$ cat config.mk
export PLATFORM = sky130hd
export DESIGN_NAME = trace_word_serialiser
export DESIGN_NICKNAME = d
export VERILOG_FILES = /design/src/rtl/trace_word_serialiser_pkg.sv /design/src/rtl/trace_word_serialiser_fifo.sv /design/src/rtl/trace_word_serialiser.sv
export SDC_FILE = /design/constraint.sdc
export NUM_CORES = 2
export LEC_CHECK = 0
export CAP_MARGIN = 0
export CORE_MARGIN = 4
export CORE_UTILIZATION = 45
export CTS_BUF_LIST = sky130_fd_sc_hd__clkbuf_8
export CTS_CLUSTER_SIZE = 30
export DETAILED_ROUTE_END_ITERATION = 6
export GPL_TIMING_DRIVEN = 0
export PLACE_DENSITY = 0.64
export RECOVER_POWER = 50
export SKIP_LAST_GASP = 1
export SLEW_MARGIN = 20
export SYNTH_ARGS = -nofsm -noshare
export SYNTH_HDL_FRONTEND = slang
export SYNTH_HIERARCHICAL = 1
export SYNTH_SLANG_ARGS = --single-unit
$ cat constraint.sdc
create_clock -name clk -period 38.4 [get_ports clk]
set_input_delay 7.68 -clock clk [delete_from_list [all_inputs] [get_ports clk]]
set_output_delay 7.68 -clock clk [all_outputs]
set_load 0.03 [all_outputs]
$ cat src/rtl/trace_word_serialiser_pkg.sv
// Shared trace datatypes, packet constants and the packet word generator.
// TRACE_SERIALISER_CHECKSUM_EN selects the 10-word packet with trailing XOR checksum.
package ryuki_datatypes;

    typedef struct packed {
        logic [31:0] time_start;
        logic [31:0] time_end;
    } mem_access_time_t;

    typedef struct packed {
        logic [31:0]      time_start;
        logic [31:0]      time_end;
        mem_access_time_t mem_access_req;
    } ex_trace_t;

    typedef struct packed {
        logic [31:0]      time_start;
        logic [31:0]      time_end;
        mem_access_time_t mem_access_res;
    } wb_trace_t;

    typedef struct packed {
        logic      pass_through;
        ex_trace_t ex_data;
        wb_trace_t wb_data;
    } trace_output;

    localparam logic [7:0] TRACE_HDR_MAGIC   = 8'hA5;
    localparam int         TRACE_PKT_WORDS   = 9;
    localparam int         TRACE_FLAG_PASS   = 0;
    localparam int         TRACE_FLAG_DROP   = 1;
    localparam int         TRACE_FLAG_WB_RES = 2;
    localparam int         TRACE_FLAG_EX_REQ = 3;

`ifdef TRACE_SERIALISER_CHECKSUM_EN
    localparam logic [3:0] TRACE_FMT_VERSION = 4'h1;
    localparam int         TRACE_PKT_LEN     = TRACE_PKT_WORDS + 1;
`else
    localparam logic [3:0] TRACE_FMT_VERSION = 4'h0;
    localparam int         TRACE_PKT_LEN     = TRACE_PKT_WORDS;
`endif

    typedef struct packed {
        logic [7:0]  magic;
        logic [7:0]  flags;
        logic [15:0] seq;
    } trace_hdr_t;

    typedef struct packed {
        trace_output elem;
        logic [15:0] seq;
        logic        drop_before;
    } trace_fifo_entry_t;

    // Word idx of the packet for entry e; the index past the data words is the XOR checksum.
    function automatic logic [31:0] trace_pkt_word(input trace_fifo_entry_t e, input logic [3:0] idx);
        logic [31:0] w [TRACE_PKT_WORDS];
        trace_hdr_t  hdr;
        logic [31:0] res;
        hdr.magic                    = TRACE_HDR_MAGIC;
        hdr.flags                    = 8'h00;
        hdr.flags[7:4]               = TRACE_FMT_VERSION;
        hdr.flags[TRACE_FLAG_PASS]   = e.elem.pass_through;
        hdr.flags[TRACE_FLAG_DROP]   = e.drop_before;
        hdr.flags[TRACE_FLAG_WB_RES] = (e.elem.wb_data.mem_access_res.time_end != 32'd0);
        hdr.flags[TRACE_FLAG_EX_REQ] = (e.elem.ex_data.mem_access_req.time_end != 32'd0);
        hdr.seq                      = e.seq;
        w[0] = hdr;
        w[1] = e.elem.ex_data.time_start;
        w[2] = e.elem.ex_data.time_end;
        w[3] = e.elem.ex_data.mem_access_req.time_start;
        w[4] = e.elem.ex_data.mem_access_req.time_end;
        w[5] = e.elem.wb_data.time_start;
        w[6] = e.elem.wb_data.time_end;
        w[7] = e.elem.wb_data.mem_access_res.time_start;
        w[8] = e.elem.wb_data.mem_access_res.time_end;
        res  = 32'h0000_0000;
        if (idx < 4'd9) begin
            res = w[idx];
        end else begin
`ifdef TRACE_SERIALISER_CHECKSUM_EN
            for (int i = 0; i < TRACE_PKT_WORDS; i++) begin
                res = res ^ w[i];
            end
`else
            res = 32'h0000_0000;
`endif
        end
        return res;
    endfunction

endpackage

$ cat src/rtl/trace_word_serialiser_fifo.sv
// trace_elem_fifo: circular buffer of tagged trace elements; push while full is
// accepted only when a pop happens in the same cycle.
module trace_elem_fifo
    import ryuki_datatypes::*;
#(
    parameter int DEPTH = 8
) (
    input  logic                         clk,
    input  logic                         rst,
    input  logic                         push,
    input  trace_fifo_entry_t            push_data,
    input  logic                         pop,
    output trace_fifo_entry_t            pop_data,
    output logic [$clog2(DEPTH+1)-1:0]   level,
    output logic                         full,
    output logic                         empty
);
    localparam int AW = $clog2(DEPTH);
    localparam int LW = $clog2(DEPTH + 1);

    trace_fifo_entry_t mem_r [DEPTH];
    logic [AW-1:0]     wr_ptr_r;
    logic [AW-1:0]     rd_ptr_r;
    logic [LW-1:0]     level_r;
    logic              push_ok_s;
    logic              pop_ok_s;

    assign full      = (level_r == LW'(DEPTH));
    assign empty     = (level_r == {LW{1'b0}});
    assign push_ok_s = push && (!full || pop);
    assign pop_ok_s  = pop && !empty;
    assign pop_data  = mem_r[rd_ptr_r];
    assign level     = level_r;

    // Storage array; contents need no reset because the level gates every read.
    always_ff @(posedge clk) begin
        if (push_ok_s) begin
            mem_r[wr_ptr_r] <= push_data;
        end
    end

    // Pointers wrap naturally since DEPTH is a power of two.
    always_ff @(posedge clk or posedge rst) begin
        if (rst) begin
            wr_ptr_r <= {AW{1'b0}};
            rd_ptr_r <= {AW{1'b0}};
            level_r  <= {LW{1'b0}};
        end else begin
            if (push_ok_s) begin
                wr_ptr_r <= wr_ptr_r + AW'(1);
            end
            if (pop_ok_s) begin
                rd_ptr_r <= rd_ptr_r + AW'(1);
            end
            case ({push_ok_s, pop_ok_s})
                2'b10:   level_r <= level_r + LW'(1);
                2'b01:   level_r <= level_r - LW'(1);
                default: level_r <= level_r;
            endcase
        end
    end

endmodule

$ cat src/rtl/trace_word_serialiser.sv
// Buffers completed trace elements and serialises each into a fixed packet of
// 32-bit words on a valid/ready stream. TRACE_SERIALISER_CHECKSUM_EN adds a checksum word.
module trace_word_serialiser
    import ryuki_datatypes::*;
#(
    parameter int DEPTH      = 8,
    parameter int DROP_CNT_W = 16
) (
    input  logic                        clk,
    input  logic                        rst,
    input  logic                        trace_valid_i,
    input  trace_output                 trace_i,
    output logic [31:0]                 word_o,
    output logic                        word_valid_o,
    input  logic                        word_ready_i,
    output logic [$clog2(DEPTH+1)-1:0]  fifo_level_o,
    output logic [DROP_CNT_W-1:0]       drop_count_o,
    output logic                        busy_o
);
    localparam logic [3:0] LAST_IDX = 4'(TRACE_PKT_LEN - 1);

    typedef enum logic [1:0] {
        S_IDLE = 2'd0,
        S_LOAD = 2'd1,
        S_EMIT = 2'd2
    } state_t;

    state_t            state_r, state_nxt_s;
    logic [3:0]        idx_r, idx_nxt_s;
    trace_fifo_entry_t pkt_r, pkt_nxt_s;
    logic [31:0]       word_r, word_nxt_s;
    logic              word_valid_r, word_valid_nxt_s;
    logic              busy_r, busy_nxt_s;
    logic [15:0]       seq_r;
    logic              drop_pend_r;
    logic [DROP_CNT_W-1:0] drop_cnt_r;
    logic              pop_s, accept_s, drop_s;
    logic              fifo_full_s, fifo_empty_s;
    trace_fifo_entry_t push_entry_s, head_s;

    // New elements carry the running sequence number and whether a loss preceded them.
    always_comb begin
        push_entry_s.elem        = trace_i;
        push_entry_s.seq         = seq_r;
        push_entry_s.drop_before = drop_pend_r;
    end

    // A full FIFO still accepts when the FSM pops in the same cycle.
    always_comb begin
        accept_s = 1'b0;
        drop_s   = 1'b0;
        if (trace_valid_i) begin
            if (!fifo_full_s || pop_s) begin
                accept_s = 1'b1;
            end else begin
                drop_s = 1'b1;
            end
        end else begin
            accept_s = 1'b0;
            drop_s   = 1'b0;
        end
    end

    trace_elem_fifo #(.DEPTH(DEPTH)) u_fifo (
        .clk       (clk),
        .rst       (rst),
        .push      (accept_s),
        .push_data (push_entry_s),
        .pop       (pop_s),
        .pop_data  (head_s),
        .level     (fifo_level_o),
        .full      (fifo_full_s),
        .empty     (fifo_empty_s)
    );

    // Sequence numbering, drop-pending flag and saturating loss counter.
    always_ff @(posedge clk or posedge rst) begin
        if (rst) begin
            seq_r       <= 16'd0;
            drop_pend_r <= 1'b0;
            drop_cnt_r  <= {DROP_CNT_W{1'b0}};
        end else if (accept_s) begin
            seq_r       <= seq_r + 16'd1;
            drop_pend_r <= 1'b0;
        end else if (drop_s) begin
            drop_pend_r <= 1'b1;
            if (drop_cnt_r != {DROP_CNT_W{1'b1}}) begin
                drop_cnt_r <= drop_cnt_r + DROP_CNT_W'(1);
            end
        end
    end

    // Next-state and next-output logic; the header is taken straight from the FIFO head in LOAD.
    always_comb begin
        state_nxt_s      = state_r;
        idx_nxt_s        = idx_r;
        pkt_nxt_s        = pkt_r;
        word_nxt_s       = word_r;
        word_valid_nxt_s = word_valid_r;
        pop_s            = 1'b0;
        case (state_r)
            S_IDLE: begin
                if (!fifo_empty_s) begin
                    state_nxt_s = S_LOAD;
                end else begin
                    state_nxt_s = S_IDLE;
                end
            end
            S_LOAD: begin
                pop_s            = 1'b1;
                pkt_nxt_s        = head_s;
                idx_nxt_s        = 4'd0;
                word_nxt_s       = trace_pkt_word(head_s, 4'd0);
                word_valid_nxt_s = 1'b1;
                state_nxt_s      = S_EMIT;
            end
            S_EMIT: begin
                if (word_ready_i) begin
                    if (idx_r == LAST_IDX) begin
                        word_valid_nxt_s = 1'b0;
                        word_nxt_s       = 32'h0000_0000;
                        if (fifo_empty_s) begin
                            state_nxt_s = S_IDLE;
                        end else begin
                            state_nxt_s = S_LOAD;
                        end
                    end else begin
                        idx_nxt_s  = idx_r + 4'd1;
                        word_nxt_s = trace_pkt_word(pkt_r, idx_r + 4'd1);
                    end
                end else begin
                    state_nxt_s = S_EMIT;
                end
            end
            default: begin
                state_nxt_s      = S_IDLE;
                word_valid_nxt_s = 1'b0;
                word_nxt_s       = 32'h0000_0000;
            end
        endcase
        busy_nxt_s = (state_nxt_s != S_IDLE) || !fifo_empty_s || accept_s;
    end

    // State and registered stream outputs; reset abandons any packet in flight.
    always_ff @(posedge clk or posedge rst) begin
        if (rst) begin
            state_r      <= S_IDLE;
            idx_r        <= 4'd0;
            pkt_r        <= '0;
            word_r       <= 32'h0000_0000;
            word_valid_r <= 1'b0;
            busy_r       <= 1'b0;
        end else begin
            state_r      <= state_nxt_s;
            idx_r        <= idx_nxt_s;
            pkt_r        <= pkt_nxt_s;
            word_r       <= word_nxt_s;
            word_valid_r <= word_valid_nxt_s;
            busy_r       <= busy_nxt_s;
        end
    end

    assign word_o       = word_r;
    assign word_valid_o = word_valid_r;
    assign drop_count_o = drop_cnt_r;
    assign busy_o       = busy_r;

endmodule

==> flow_metrics.py <==
metrics = {
    "route": {
        "via_per_inst": 5.69,
        "num_vias": 49100,
        "wirelength_um": 252000,
        "wl_per_cell_um": 29.2,
        "drt_pass1_iterations": 5,
        "drc": 0,
        "ant_nets": 0,
        "first_iter_violations": 4780,
    },
    "critical_path": {
        "end_kind": "asynchronous set/reset pin",
        "r2r_start": "state_r[1]$_DFF_PP0_",
        "worstPathMaxFanout": 82,
        "startpoint": "rst",
        "rr_endpoint": "u_fifo/mem_r[0][74]$_DFFE_PP_",
        "path_class": "in2async",
        "reg2reg_setup_slack_ps": 32860,
        "path_cells": "dlygate4sd3_1 > clkinvlp_2 > clkbuf_1 > clkbuf_1",
        "cp-endpoint": "pkt_r[71]$_DFFE_PP0P_",
        "crit_required_ps": 38440,
        "critPathBufInv": 4,
        "cp_top_family": "buffers and inverters",
        "slowest_delay_ps": 3350,
        "ff2ff_path_depth": 20,
        "slowest_stage": "clkbuf_1",
        "critical_path_arrival_ps": 15620,
        "worst-path-stages": 4,
        "crit_top_cell": "clkbuf_1",
        "start_kind": "input pin",
    },
    "die": {
        "dieArea_um2": 227000,
        "num_rows": 171,
        "die_w_um": 477,
        "die_y_um": 477,
        "core_um2": 218000,
        "start_util_pct": 45.4,
        "io_pins": 315,
    },
    "clock_network": {
        "ctsResizeCount": 0,
        "cts_buffer_depth": 4,
        "clk_pin_slew_ps": 60,
        "cts_max_level": 5,
        "cts_setup_buffers": 0,
        "root_buffer": "clkbuf_8",
        "clk_latency_ps": 1110,
        "cts.sink_count": 2549,
        "hold_buffers": 0,
        "numCtsBuffers": 421,
        "cts_tree": "built",
    },
    "timing": {
        "rsz0062_at_grt": "false",
        "period_minus_slack_ps": 15580,
        "max_freq_mhz": 64.2,
        "post-route-period-util_pct": 40.6,
        "tightestPinTransition_ps": 4760,
        "tns_ps": 0,
        "drv_slew": 167,
        "finalHoldViolCount": 0,
        "setup_viol": 0,
        "fin_skew_ps": 103,
        "slew_headroom_pct": -217,
    },
    "logic_synthesis": {
        "synth_cells": 4370,
        "ys_types": 66,
        "synth_nets": 4645,
        "yosysSeqAreaShare_pct": 75.7,
        "synth_area_leaders": "edfxtp_1 (67%), mux4_2 (14%), dfrtp_1 (9.0%)",
        "yosysTopAreaCell": "edfxtp_1",
        "ys_warn_count": 6,
        "ys_seq_elements": 2549,
        "synth_ff_type": "edfxtp_1",
        "syn_area_per_cell_um2": 22.6,
        "synth_edf_count": 2192,
        "synth-async-reset-ratio_pct": 14.0,
        "synth_area_um2": 98800,
        "synth_top_cell_area_share_pct": 66.6,
    },
    "worst_hold_path": {
        "min_path_cells": 1,
        "hold_path.class": "reg2reg",
    },
    "place": {
        "portBuffers": 314,
        "hpwl_um": 180000,
        "placed_cell_area_um2": 109000,
        "gp_congestion": 0.838,
    },
    "global_route": {
        "grt_max_degree": 106,
        "grt_pass1_wl_um": 364000,
        "antenna_found_initial": 152,
        "grt_pass1_vias": 50400,
        "grt_usage_pct": 22.1,
        "grt.overflow.total": 0,
    },
    "power_and_ir_drop": {
        "internal_power_mw": 6.13,
        "swShare_pct": 32.8,
        "seqPwrFrac_pct": 41.9,
        "clkPwrFrac_pct": 24.5,
        "switchingPower_mw": 2.99,
        "powerDensity_nw_per_um2": 78.1,
        "leakagePower_nw": 39.8,
        "combPwrFrac_pct": 33.7,
        "peakVddDrop_mv": 0.0550,
    },
    "finish": {
        "multi_input_area_um2": 22600,
        "n_fill_cell": 16800,
        "seqCellArea_um2": 74800,
        "stdcell_area_um2": 117000,
        "final_cell_mix": "edfxtp_1 (2192), mux4_2 (594), clkbuf_8 (470)",
        "final_nets": 5686,
        "syn2layout_area_growth_pct": 18.2,
        "drive_gt1_share_pct": 33.5,
        "mostFrequentLayoutCell": "edfxtp_1",
    },
    "job": {
        "maxCapViolations": 4,
    },
    "status": {
        "status": "finished, violations left",
        "violations": "max-capacitance violations, max-slew violations",
    },
}
==> worst reg2reg max path: stages, from the launching register on <==
cell and delay, ps:
dfrtp_1 410, inv_1 120, ha_1 410, buf_2 360, nand2b_1 170, nand2_1 150
inv_1 300, o21ai_2 220, nor4_2 240, buf_2 280, buf_4 210, buf_2 220
buf_2 230, buf_2 250, buf_2 250, buf_2 230, buf_2 190, buf_2 230
buf_2 250, buf_2 280, buf_2 260
==> cell usage after synthesis, drive strengths merged, types with 2 or more instances <==
| library cell | n |
|---|---|
| nand2 | 34 |
| or3 | 3 |
| clkbuf | 80 |
| mux4 | 598 |
| xnor2 | 24 |
| a221oi | 5 |
| edfxtp | 2192 |
| o32ai | 2 |
| mux2i | 10 |
| and4 | 3 |
| nor4 | 35 |
| inv | 36 |
| a211oi | 6 |
| o211ai | 5 |
| o221ai | 17 |
| o21ai | 21 |
| dfrtp | 357 |
| ha | 13 |
| o2111ai | 3 |
| nor2b | 2 |
| nor2 | 24 |
| nor3b | 2 |
| and2 | 6 |
| nor3 | 13 |
| a21o | 2 |
| or4b | 2 |
| mux2 | 560 |
| nand2b | 6 |
| nand3 | 15 |
| a21oi | 52 |
| a22oi | 18 |
| nand4 | 13 |
| and3 | 40 |
| buf | 142 |
| xor2 | 16 |
==> state kept, by name, summed over array words and instances, names as in the netlist <==
register         count
u_fifo/mem_r      2192
pkt_r              274
word_o              32
drop_count_o        16
seq_r               16
idx_r                4
u_fifo/level         4
u_fifo/rd_ptr_r      3
u_fifo/wr_ptr_r      3
state_r              2
busy_o               1
drop_pend_r          1
word_valid_o         1
==> logic make-up (layout without fill, tap and decap cells) <==
family                     after synthesis  after routing  share of synthesized area, %
AOI/OAI and AO/OA                      136            136                         0.911
other                                    0             45                             0
adders and majority gates               14             14                         0.185
xor gates and xnor gates                40             40                         0.381
and+or+nand+nor                        203            203                          1.17
buffers and inverters                  260           1630                          1.56
DFF                                   2549           2549                          75.7
muxes                                 1168           1168                          20.1
==> metal layers <==
metal  GRT usage [%]  wire length (µm)
met1            30.5            103000
met2            35.2            121000
met3            5.61             19900
met4            6.45              7300
met5               0               313
==> power by group through the flow <==
stage | clock, mW | combinational [mW] | sequential [mW]
floorplan | 0 | 1.91 | 4.01
global placement | 0 | 2.98 | 4.37
global route | 2.42 | 3.23 | 3.85
detailed placement | 0 | 3.15 | 3.87
finish | 2.23 | 3.07 | 3.82
CTS | 2.29 | 3.17 | 3.82
==> final cells by class <==
type                    instances  area share, %
diodes                         45         0.0964
plain buffers                 224           1.20
clock buffers                 470           5.54
clock inverters               282           1.25
inverters                      36          0.117
multi-input cells            1561           19.3
flip-flops and latches       2549           64.0
well taps                    2854           3.06
repair buffers                618           5.41
==> worst min path at each step <==
stage | start | to | slack (ps)
2_1_floorplan | pkt_r[229]$_DFFE_PP0P_ | pkt_r[229]$_DFFE_PP0P_ | 470
3_3_place_gp | drop_count_o[5]$_DFFE_PP0P_ | drop_count_o[5]$_DFFE_PP0P_ | 480
3_5_place_dp | drop_count_o[5]$_DFFE_PP0P_ | drop_count_o[5]$_DFFE_PP0P_ | 480
4_1_cts | drop_count_o[5]$_DFFE_PP0P_ | drop_count_o[5]$_DFFE_PP0P_ | 500
5_1_grt | pkt_r[69]$_DFFE_PP0P_ | pkt_r[69]$_DFFE_PP0P_ | 520
6_report | drop_count_o[5]$_DFFE_PP0P_ | drop_count_o[5]$_DFFE_PP0P_ | 490
==> per-stage QoR <==
stage	setup WS [ps]	total power [mW]	hold slack [ps]	utilization [%]	instances
2_1_floorplan	3090	5.92	475	-	4370
3_3_place_gp	-26950	7.35	478	48.4	7538
3_5_place_dp	25950	7.02	483	50.0	7842
4_1_cts	27100	9.27	498	53.6	8594
5_1_grt	21450	9.50	518	53.6	8605
6_report	22820	9.12	493	53.6	8639
Note: power is estimated with default switching activity, not from simulation.
